--- src/rtl/image_mem_writer_pkg.sv ---
// Shared definitions for the image RAM writer and the display reader: FSM encoding,
// default pixel base address and the RAM offsets of the four header bytes.
package image_mem_writer_pkg;

  localparam int unsigned AddrW = 18;
  localparam logic [AddrW-1:0] BaseAddress = 18'h10;

  localparam int unsigned HdrOffWidthHi  = 0;
  localparam int unsigned HdrOffWidthLo  = 1;
  localparam int unsigned HdrOffHeightHi = 2;
  localparam int unsigned HdrOffHeightLo = 3;

  localparam logic [3:0] StIdle   = 4'd0;
  localparam logic [3:0] StHdrWh  = 4'd1;
  localparam logic [3:0] StHdrWl  = 4'd2;
  localparam logic [3:0] StHdrHh  = 4'd3;
  localparam logic [3:0] StHdrHl  = 4'd4;
  localparam logic [3:0] StCheck  = 4'd5;
  localparam logic [3:0] StPixels = 4'd6;
  localparam logic [3:0] StDone   = 4'd7;
  localparam logic [3:0] StError  = 4'd8;

  // States in which a stream byte may be consumed.
  function automatic logic state_accepts(input logic [3:0] st);
    case (st)
      StHdrWh, StHdrWl, StHdrHh, StHdrHl, StPixels: state_accepts = 1'b1;
      default:                                      state_accepts = 1'b0;
    endcase
  endfunction

endpackage

--- src/rtl/image_mem_writer.sv ---
// Parses a width/height header followed by raster pixels from a byte stream and writes
// header and pixels into RAM with a one-cycle registered write port.
module image_mem_writer
  import image_mem_writer_pkg::*;
#(
  parameter int unsigned       ADDR_W       = AddrW,
  parameter logic [ADDR_W-1:0] BASE_ADDRESS = ADDR_W'(BaseAddress),
  parameter int unsigned       MAX_PIXELS   = 2**18 - 16
) (
  input  logic              clk,
  input  logic              rst,
  input  logic              start,
  input  logic [7:0]        in_data,
  input  logic              in_valid,
  output logic              in_ready,
  output logic [ADDR_W-1:0] wraddress,
  output logic [7:0]        data,
  output logic              wren,
  output logic [15:0]       img_width,
  output logic [15:0]       img_height,
  output logic              busy,
  output logic              done,
  output logic              error
);

  logic [3:0]        state_q, state_d;
  logic [7:0]        hi_q, hi_d;
  logic [15:0]       width_q, width_d;
  logic [15:0]       height_q, height_d;
  logic [ADDR_W-1:0] cnt_q, cnt_d;
  logic [31:0]       total_q, total_d;
  logic              wren_q, wren_d;
  logic [ADDR_W-1:0] waddr_q, waddr_d;
  logic [7:0]        wdata_q, wdata_d;

  logic        accept;
  logic [31:0] product;
  logic        last_pixel;

  assign in_ready   = state_accepts(state_q);
  assign accept     = in_valid & in_ready;
  assign product    = 32'(width_q) * 32'(height_q);
  assign last_pixel = (32'(cnt_q) + 32'd1) == total_q;

  always_comb begin
    state_d  = state_q;
    hi_d     = hi_q;
    width_d  = width_q;
    height_d = height_q;
    cnt_d    = cnt_q;
    total_d  = total_q;
    wren_d   = 1'b0;
    waddr_d  = waddr_q;
    wdata_d  = wdata_q;

    // Every accepted byte, header or pixel, is mirrored to RAM on the next cycle.
    if (accept) begin
      wren_d  = 1'b1;
      wdata_d = in_data;
    end

    case (state_q)
      StIdle, StDone, StError: begin
        if (start) begin
          state_d = StHdrWh;
          cnt_d   = '0;
        end
      end
      StHdrWh: begin
        if (accept) begin
          hi_d    = in_data;
          waddr_d = ADDR_W'(HdrOffWidthHi);
          state_d = StHdrWl;
        end
      end
      StHdrWl: begin
        if (accept) begin
          width_d = {hi_q, in_data};
          waddr_d = ADDR_W'(HdrOffWidthLo);
          state_d = StHdrHh;
        end
      end
      StHdrHh: begin
        if (accept) begin
          hi_d    = in_data;
          waddr_d = ADDR_W'(HdrOffHeightHi);
          state_d = StHdrHl;
        end
      end
      StHdrHl: begin
        if (accept) begin
          height_d = {hi_q, in_data};
          waddr_d  = ADDR_W'(HdrOffHeightLo);
          state_d  = StCheck;
        end
      end
      StCheck: begin
        total_d = product;
        if (product == 32'd0 || product > MAX_PIXELS) begin
          state_d = StError;
        end else begin
          state_d = StPixels;
        end
      end
      StPixels: begin
        if (accept) begin
          waddr_d = BASE_ADDRESS + cnt_q;
          cnt_d   = cnt_q + 1'b1;
          if (last_pixel) begin
            state_d = StDone;
          end
        end
      end
      default: state_d = StIdle;
    endcase
  end

  always_ff @(posedge clk or negedge rst) begin
    if (!rst) begin
      state_q  <= StIdle;
      hi_q     <= '0;
      width_q  <= '0;
      height_q <= '0;
      cnt_q    <= '0;
      total_q  <= '0;
      wren_q   <= 1'b0;
      waddr_q  <= '0;
      wdata_q  <= '0;
    end else begin
      state_q  <= state_d;
      hi_q     <= hi_d;
      width_q  <= width_d;
      height_q <= height_d;
      cnt_q    <= cnt_d;
      total_q  <= total_d;
      wren_q   <= wren_d;
      waddr_q  <= waddr_d;
      wdata_q  <= wdata_d;
    end
  end

  assign wren       = wren_q;
  assign wraddress  = waddr_q;
  assign data       = wdata_q;
  assign img_width  = width_q;
  assign img_height = height_q;
  assign busy       = (state_q != StIdle) && (state_q != StDone) && (state_q != StError);
  assign done       = (state_q == StDone);
  assign error      = (state_q == StError);

endmodule

--- config.mk ---
export PLATFORM = sky130hd
export DESIGN_NAME = image_mem_writer
export DESIGN_NICKNAME = d
export VERILOG_FILES = /design/src/rtl/image_mem_writer_pkg.sv /design/src/rtl/image_mem_writer.sv
export SDC_FILE = /design/constraint.sdc
export NUM_CORES = 1
export LEC_CHECK = 0
export CAP_MARGIN = 20
export CORE_UTILIZATION = 35
export DETAILED_ROUTE_END_ITERATION = 16
export PLACE_DENSITY_LB_ADDON = 0.1
export SETUP_SLACK_MARGIN = 0.2
export SYNTH_ARGS = -nofsm -noshare
export SYNTH_HDL_FRONTEND = slang
export SYNTH_SLANG_ARGS = --single-unit
--- constraint.sdc ---
create_clock -name clk -period 8.5 [get_ports clk]
set_input_delay 1.7 -clock clk [delete_from_list [all_inputs] [get_ports clk]]
set_output_delay 1.7 -clock clk [all_outputs]
set_load 0.03 [all_outputs]
---- Word level (Yosys, flattened, before mapping) ----
Index checks and enable logic that the tools add are counted.
word-level totals
  register bits after elaboration ......... 121
  bits of input ports ..................... 12
  word-level logic and storage cells ...... 70
cells by class
  add/sub/neg operators ................... 3
  $mul .................................... 1
  magnitude comparators ................... 1
  equality and inequality tests ........... 18
  muxes and demuxes ....................... 20
  bitwise gates (word level) .............. 1
  reduce and logical (&&, ||, !) cells .... 17
operators by type and width
  cell                                                                                count
  18-bit 2-to-1 mux                                                                   7
  18-bit one-hot mux with 5 select lines                                              1
  18-bit one-hot mux with 2 select lines                                              1
  19-bit by 32-bit equality test with 1-bit output                                    1
  32-bit by 18-bit greater-than comparator with 1-bit output (second input constant)  1
  32-bit logical NOT                                                                  1
  16-bit by 16-bit multiplier with 32-bit output                                      1
  4-bit 2-to-1 mux                                                                    8
  4-bit one-hot mux with 7 select lines                                               1
  18-bit by 1-bit adder with 19-bit output (second input constant)                    1
  18-bit by 1-bit adder with 18-bit output (second input constant)                    1
  5-bit by 18-bit adder with 18-bit output (first input constant)                     1
  4-bit by 3-bit equality test with 1-bit output (second input constant)              4
  2-bit inequality test (second input constant)                                       7
  4-bit by 2-bit equality test with 1-bit output (second input constant)              2
  7-bit AND reduction                                                                 1
  2-bit AND reduction                                                                 3
  6-bit AND reduction                                                                 1
  5-bit nonzero test                                                                  1
  5-bit OR reduction                                                                  1
  4-bit by 1-bit equality test with 1-bit output (second input constant)              1
  4-bit equality test (second input constant)                                         1
  4-bit logical NOT                                                                   1
  4-bit by 3-bit inequality test with 1-bit output (second input constant)            1
  other kinds (10)                                                                    12

---- Logic depth before layout (Yosys ltp) ----
Gate-level depths: netlist (run 1).
  word-level depth ........................ 6
  gate-level depth with buffers ........... 25

---- Worst setup path after synthesis (run 1) ----
Ideal clock, no wire load.
  path type ............................... reg2reg
  from .................................... register height_q[9] (netlist: img_height[9])
  to ...................................... register state_q[2]
  library setup time ...................... 67 ps
  arrival time ............................ 6822 ps
  required time ........................... 8433 ps
  path slack .............................. 1611 ps
  cell stages (with the launch flop) ...... 26
  buffers on the path ..................... 3
  clock period less this slack ............ 6889 ps
  path through ............................ dfrtp_1 clkbuf_1 clkbuf_1 nand2_1 fa_1 inv_1 fa_1 inv_1 fa_1 inv_1 fa_1 fa_1 inv_1 fa_1 inv_1 ha_1 buf_2 a21oi_2 o21ai_0 o2bb2ai_1 o31a_4 nor4_4 nor3_1 or4_1 or4_1 nand2_1
on the way
  cells in the longest elaborated chain, start to end .. 5
  elaborated cells between the ends (all ways) .. 6
ends and longest elaborated chain
  what                                                                                              RTL line                 RTL
  from (decl)                                                                                       image_mem_writer.sv:29   logic [15:0] height_q, height_d;
  from (signal assigned)                                                                            image_mem_writer.sv:133  height_q <= height_d;
  16-bit by 16-bit multiplier with 32-bit output (*)                                                image_mem_writer.sv:42   assign product = 32'(width_q) * 32'(height_q);
  32-bit by 18-bit greater-than comparator with 1-bit output or 32-bit logical NOT (tied branches)  image_mem_writer.sv:99   if (product == 32'd0 || product > MAX_PIXELS) begin
  1-bit logical OR (*)                                                                              image_mem_writer.sv:99
  4-bit 2-to-1 mux (*)                                                                              image_mem_writer.sv:99
  4-bit one-hot mux with 7 select lines (*)                                                         image_mem_writer.sv:62   case (state_q)
  to (signal assigned)                                                                              image_mem_writer.sv:120  state_q <= StIdle;
  to (signal assigned)                                                                              image_mem_writer.sv:130  state_q <= state_d;
  to (decl)                                                                                         image_mem_writer.sv:26   logic [3:0] state_q, state_d;
Mark *: on every way between the ends. The rest lies on a longest branch, timed or not.
A chain may end at the register's enable or synchronous reset.

---- Worst setup path after layout (run 1) ----
Ends and elaborated chain as after synthesis.

==> results of run 1 <==
worst paths after layout:
kind                                      to     startpoint  cells after the start
worst max-delay path              state_q[2]  img_height[9]                     22
worst min-delay path            wraddress[5]   wraddress[5]                      2
worst max register to register    state_q[2]  img_height[9]                     22
worst min register to register  wraddress[5]   wraddress[5]                      2
max in group asynchronous       img_width[7]            rst                      2
min in group asynchronous       wraddress[8]            rst                      1
routing by layer:
layer,vias up,routed length [µm],track usage (%)
met2,193,18000,30.3
met4,0,639,5.15
met3,31,1570,3.19
met5,-,0,0
li1,5189,-,-
met1,5639,19400,28.9
through the flow:
step | utilization [%] | instance area (µm²) | setup WS [ns]
3_3_place_gp | 38.4 | 15700 | 1.13
5_1_grt | 39.8 | 16300 | 0.684
6_report | 39.8 | 16300 | 0.961
2_1_floorplan | - | 14600 | 1.61
4_1_cts | 39.8 | 16300 | 1.05
3_5_place_dp | 38.5 | 15700 | 1.06
layout make-up:
class                      instances  share of cell area, %
sequential                       121                   18.6
clock buffer                      17                   2.61
inverter                         228                   5.25
timing repair buffer              85                   5.16
multi-input combinational       1164                   63.5
clock inverter                    15                  0.852
tap                              532                   4.08
kinds of logic after synthesis:
group	count (synthesis)	share of synthesized area, %
simple gates	549	18.4
buf+inv	311	8.23
fa+ha+maj	300	35.8
compound gates	203	9.30
flops	121	20.8
xor+xnor	62	3.73
mux	50	3.86
sequential cells by signal, indices dropped and copies added, names as in the netlist:
name	flops
data	8
wren	1
total_q	32
state_q	4
img_width	16
wraddress	18
hi_q	8
cnt_q	18
img_height	16
critical path, stage by stage (launching register included):
cell and delay, ns:
dfrtp_1 0.87, nand2_1 0.17, fa_1 0.57, inv_1 0.05
fa_1 0.50, inv_1 0.05, fa_1 0.47, inv_1 0.05
fa_1 0.53, fa_1 0.55, inv_1 0.05, fa_1 0.53
inv_1 0.04, ha_1 0.46, nand2_1 0.16, nor3_1 0.48
a211oi_1 0.15, a211oi_1 0.39, xor2_1 0.15, a2111oi_0 0.38
nand4_1 0.18, or4_1 0.59, nand2_1 0.09
cell usage in the layout (no fill, tap or decap), drive strengths merged, types with 6 or more instances in the layout:
cell | netlist | layout
nand3 | 26 | 26
o31ai | 17 | 17
o21a | 6 | 6
o22ai | 6 | 6
ha | 106 | 106
clkdlybuf4s50 | 0 | 73
clkbuf | 66 | 17
clkinv | 0 | 7
xnor2 | 37 | 37
and3 | 11 | 11
mux2 | 49 | 49
xor2 | 25 | 25
a21oi | 35 | 35
nor2 | 57 | 57
o41ai | 7 | 7
o21ai | 76 | 76
or4 | 9 | 9
and2 | 120 | 120
nand2 | 255 | 255
buf | 17 | 12
a211oi | 6 | 6
o211ai | 6 | 6
fa | 194 | 194
a21o | 7 | 7
dfrtp | 121 | 121
nor3 | 21 | 21
inv | 228 | 234
a31oi | 6 | 6
nor4 | 11 | 11
nand4 | 17 | 17
==> results.md, run 1 <==
* Initial drt markers at 595
* Reg clk slew, reported paths at 0.06 ns
* Main synth FF type: dfrtp_1
* Ys async rst share at 100%
* Final hold vios at 0
* Yosys reg bits at 121
* Leading area contributor after synthesis: fa_1
* Fin nets at 1929
* # Post-CTS Setup Buffers at 0
* Die width at 206 µm
* Post_cts resized at 0
* Fraction of layout cells with a size suffix above 1 at 7.18%
* Maximum fanout along the worst path at 18
* Crit path kind: flip-flop to flip-flop
* Crit path DAT at 7.92 ns
* Yosys top cell area share at 26.7%
* Worst reg2reg setup slack at 0.96 ns
* EDFF count, synth at 0
* Yosys warnings at 0
* # clock sinks at 121
* First-pass GRT wire length at 64.1 mm
* Max Slew Vio Count at 0
* Starting Density at 35.6%
* Die ar. at 0.0424 mm²
* Hpwl dp at 31.0 mm
* Worst slew margin at 26.2%
* Worst min path class: flip-flop to flip-flop
* Setup TNS at 0 ns
* Largest net degree at the start of global routing at 66
* CTS buffer count at 17
* Max clock buf depth at 2
* Number of core rows at 74
* Area grow syn2layout at 11.9%
* Multi-input logic area at 0.0103 mm²
* Initial antenna violation count at 0
* Vias in the first global route at 11277
* Clk_lat worst skew at 0.44 ns
* CORE AREA at 0.0409 mm²
* TritonRoute pass-1 iters at 5
* WL/cell at 18.3 µm
* Hold buffer count at cts at 0
* Placer Congestion at 0.819
* Post-route insts no fill at 2162
* FF/Latch Area at 0.00303 mm²
* Critical Path Sink Type: flip-flop
* Synth area leaders: fa_1 27%, dfrtp_1 21%, ha_1 9.1%, nand2_1 6.5%, inv_1 5.9%
* Syn Std Cell Area at 0.0146 mm²
* N_diodes at 0
* Finish-stage setup viols at 0
* IO Count at 75
* TritonCTS clock tree: yes
* WL final at 39.6 mm
* RSZ-0062 raised after global routing: no
* WP data required at 8.88 ns
* Syn nets at 1908
* Port bufs at 74
* Placed cell count at 2130
* Number of remaining DRC errors at 0
* Htree depth at 4
* Final hold slack at 0.465 ns
* Post-Route Skew at 0.0110 ns
* Max Clock Freq at 133 MHz
* Via density at 5.11
* Outcome: complete, no violations
* DRT antenna net count at 0
* Tcrit/Tclk final at 88.7%
* Setup crit start kind: flip-flop
* Post-synthesis sequential area ratio at 20.8%
* Top-count cell post-synth: nand2_1
* # fillers at 4185
* Root Buffer: clkbuf_16
* Mapped Cells at 1596
* Routed vias at 11052
* Tmin final at 7.54 ns
* Total gr overflow at 0
* Slew at the pin closest to its max-slew limit at 1.10 ns
* Syn Area/Cell at 9.13 µm²
* Synth cell types at 72
* Chip height at 206 µm
* Post-synth top cells: 253 x nand2_1, 228 x inv_1, 194 x fa_1
* Gr usage total at 19.8%
* Max Cap Violations at 0
Power of run 1 is not shown: default switching activity piles up to over one toggle a cycle in this logic, so the estimate is an artifact.
==> inputs of run 2 (changes only) <==
--- a/config.mk
+++ b/config.mk
@@ -8,7 +8,7 @@
 export CAP_MARGIN = 20
 export CORE_UTILIZATION = 35
 export DETAILED_ROUTE_END_ITERATION = 16
-export PLACE_DENSITY_LB_ADDON = 0.1
+export PLACE_DENSITY = 0.48
 export SETUP_SLACK_MARGIN = 0.2
 export SYNTH_ARGS = -nofsm -noshare
 export SYNTH_HDL_FRONTEND = slang
==> run 2 against run 1 <==
Effect of this change:
- register-to-register slack better by 0.06 ns
- wire length down 1.1%
- core utilization up 0.061 points
- die area unchanged
- critical path type unchanged
- critical endpoint is now state_q[1]
==> results.md, run 2 (synthesis results as in run 1) <==
* Area grow syn2layout at 12.1%
* Placed cell count at 2128
* Number of core rows at 74
* Worst min path class: flip-flop to flip-flop
* Die width at 206 µm
* Fin util at 39.9%
* # clock sinks at 121
* Top reg by flops: total_q
* N_diodes at 0
* Worst R2R End: state_q[1]
* Via density at 5.17
* HP Start: wraddress[2]
* Crit path kind: flip-flop to flip-flop
* Worst reg2reg path startpoint: img_height[9]
* Maximum fanout along the worst path at 18
* Fin nets at 1928
* Max Slew Vio Count at 0
* Number of remaining DRC errors at 0
* Hold Path Sink: wraddress[2]
* IO Count at 75
* Final hold vios at 0
* Initial drt markers at 662
* CTS buffer count at 17
* Most frequent cells in the layout: 253 x nand2_1, 228 x inv_1, 194 x fa_1
* Tmin final at 7.48 ns
* Chip height at 206 µm
* Placer Congestion at 0.842
* Worst Hold Depth at 2
* TritonCTS clock tree: yes
* Reg clk slew, reported paths at 0.06 ns
* Vias in the first global route at 11435
* Post-route insts no fill at 2161
* Tcrit/Tclk final at 88.0%
* RSZ-0062 raised after global routing: no
* DRT antenna net count at 0
* Outcome: complete, no violations
* Most common cell after layout, fill and taps aside: nand2_1
* Routed vias at 11176
* Die ar. at 0.0424 mm²
* Finish-stage setup viols at 0
* Slew at the pin closest to its max-slew limit at 1.02 ns
* Starting Density at 35.6%
* Max reg flops at 32
* TritonRoute pass-1 iters at 5
* Gr usage total at 19.6%
* Post_cts resized at 0
* Root Buffer: clkbuf_16
* Hold buffer count at cts at 0
* Clk_lat worst skew at 0.45 ns
* Initial antenna violation count at 1
* Crit path DAT at 7.85 ns
* Critical Path Sink Type: flip-flop
* Port bufs at 74
* Worst slew margin at 32.0%
* Depth of the most critical reg-to-reg path at 22
* Largest net degree at the start of global routing at 68
* WL/cell at 18.1 µm
* Fraction of layout cells with a size suffix above 1 at 6.94%
* Post-Route Skew at 0.0127 ns
* Max Cap Violations at 0
* Met1 Wirelength at 19.3 mm
* # Post-CTS Setup Buffers at 0
* Met3 routed WL at 1.33 mm
* Max clock buf depth at 2
* Top layer in use: met4
* Setup crit start kind: flip-flop
* Worst reg2reg setup slack at 1.02 ns
* Htree depth at 4
* Hpwl dp at 30.5 mm
* First-pass GRT wire length at 63.7 mm
* Total gr overflow at 0
* Met2 Wirelength at 17.9 mm
* Max Clock Freq at 134 MHz
* WP data required at 8.87 ns
* WL final at 39.2 mm
* CORE AREA at 0.0409 mm²
* Setup TNS at 0 ns
## run 2: layout make-up
type	count	area [µm²]
Clock buffer	23	478
Clock inverter	9	115
Fill cell	4210	24600
Inverter	228	856
Multi-Input combinational cell	1164	10300
Sequential cell	121	3030
Tap cell	532	666
Timing Repair Buffer	84	837
## run 2: worst max-delay path by stage
stage,startpoint,endpoint,cells after the start
6_report,img_height[9],state_q[1],22
5_1_grt,img_height[9],state_q[1],22
4_1_cts,img_height[9],state_q[1],22
3_5_place_dp,img_height[9],state_q[1],22
3_3_place_gp,img_height[9],state_q[1],22
2_1_floorplan,img_height[9],state_q[2],25
## run 2: critical path: stages (launching register included)
cell       delay, ns
dfrtp_1         0.87
nand2_1         0.17
fa_1            0.57
inv_1           0.05
fa_1            0.50
inv_1           0.05
fa_1            0.47
inv_1           0.05
fa_1            0.52
fa_1            0.55
inv_1           0.05
fa_1            0.52
inv_1           0.04
ha_1            0.45
nand2_1         0.16
nor3_1          0.49
a211oi_1        0.16
a211oi_1        0.32
xor2_1          0.13
a2111oi_0       0.39
nand4_1         0.21
or4_1           0.58
nand2_1         0.09
## run 2: per-stage QoR
stage	instance area [µm²]	setup slack [ns]	hold slack [ns]
finish	16300	1.02	0.468
floorplan	14600	1.61	0.441
global placement	15700	1.11	0.457
detailed placement	15700	1.05	0.462
CTS	16300	1.01	0.476
global route	16300	0.684	0.498
## run 2: routing by layer
metal | vias up | track usage, %
met4 | 0 | 5.62
met1 | 5744 | 28.8
li1 | 5189 | -
met5 | - | 0
met3 | 39 | 2.30
met2 | 204 | 30.0
Power of run 2 is left out for the same reason.
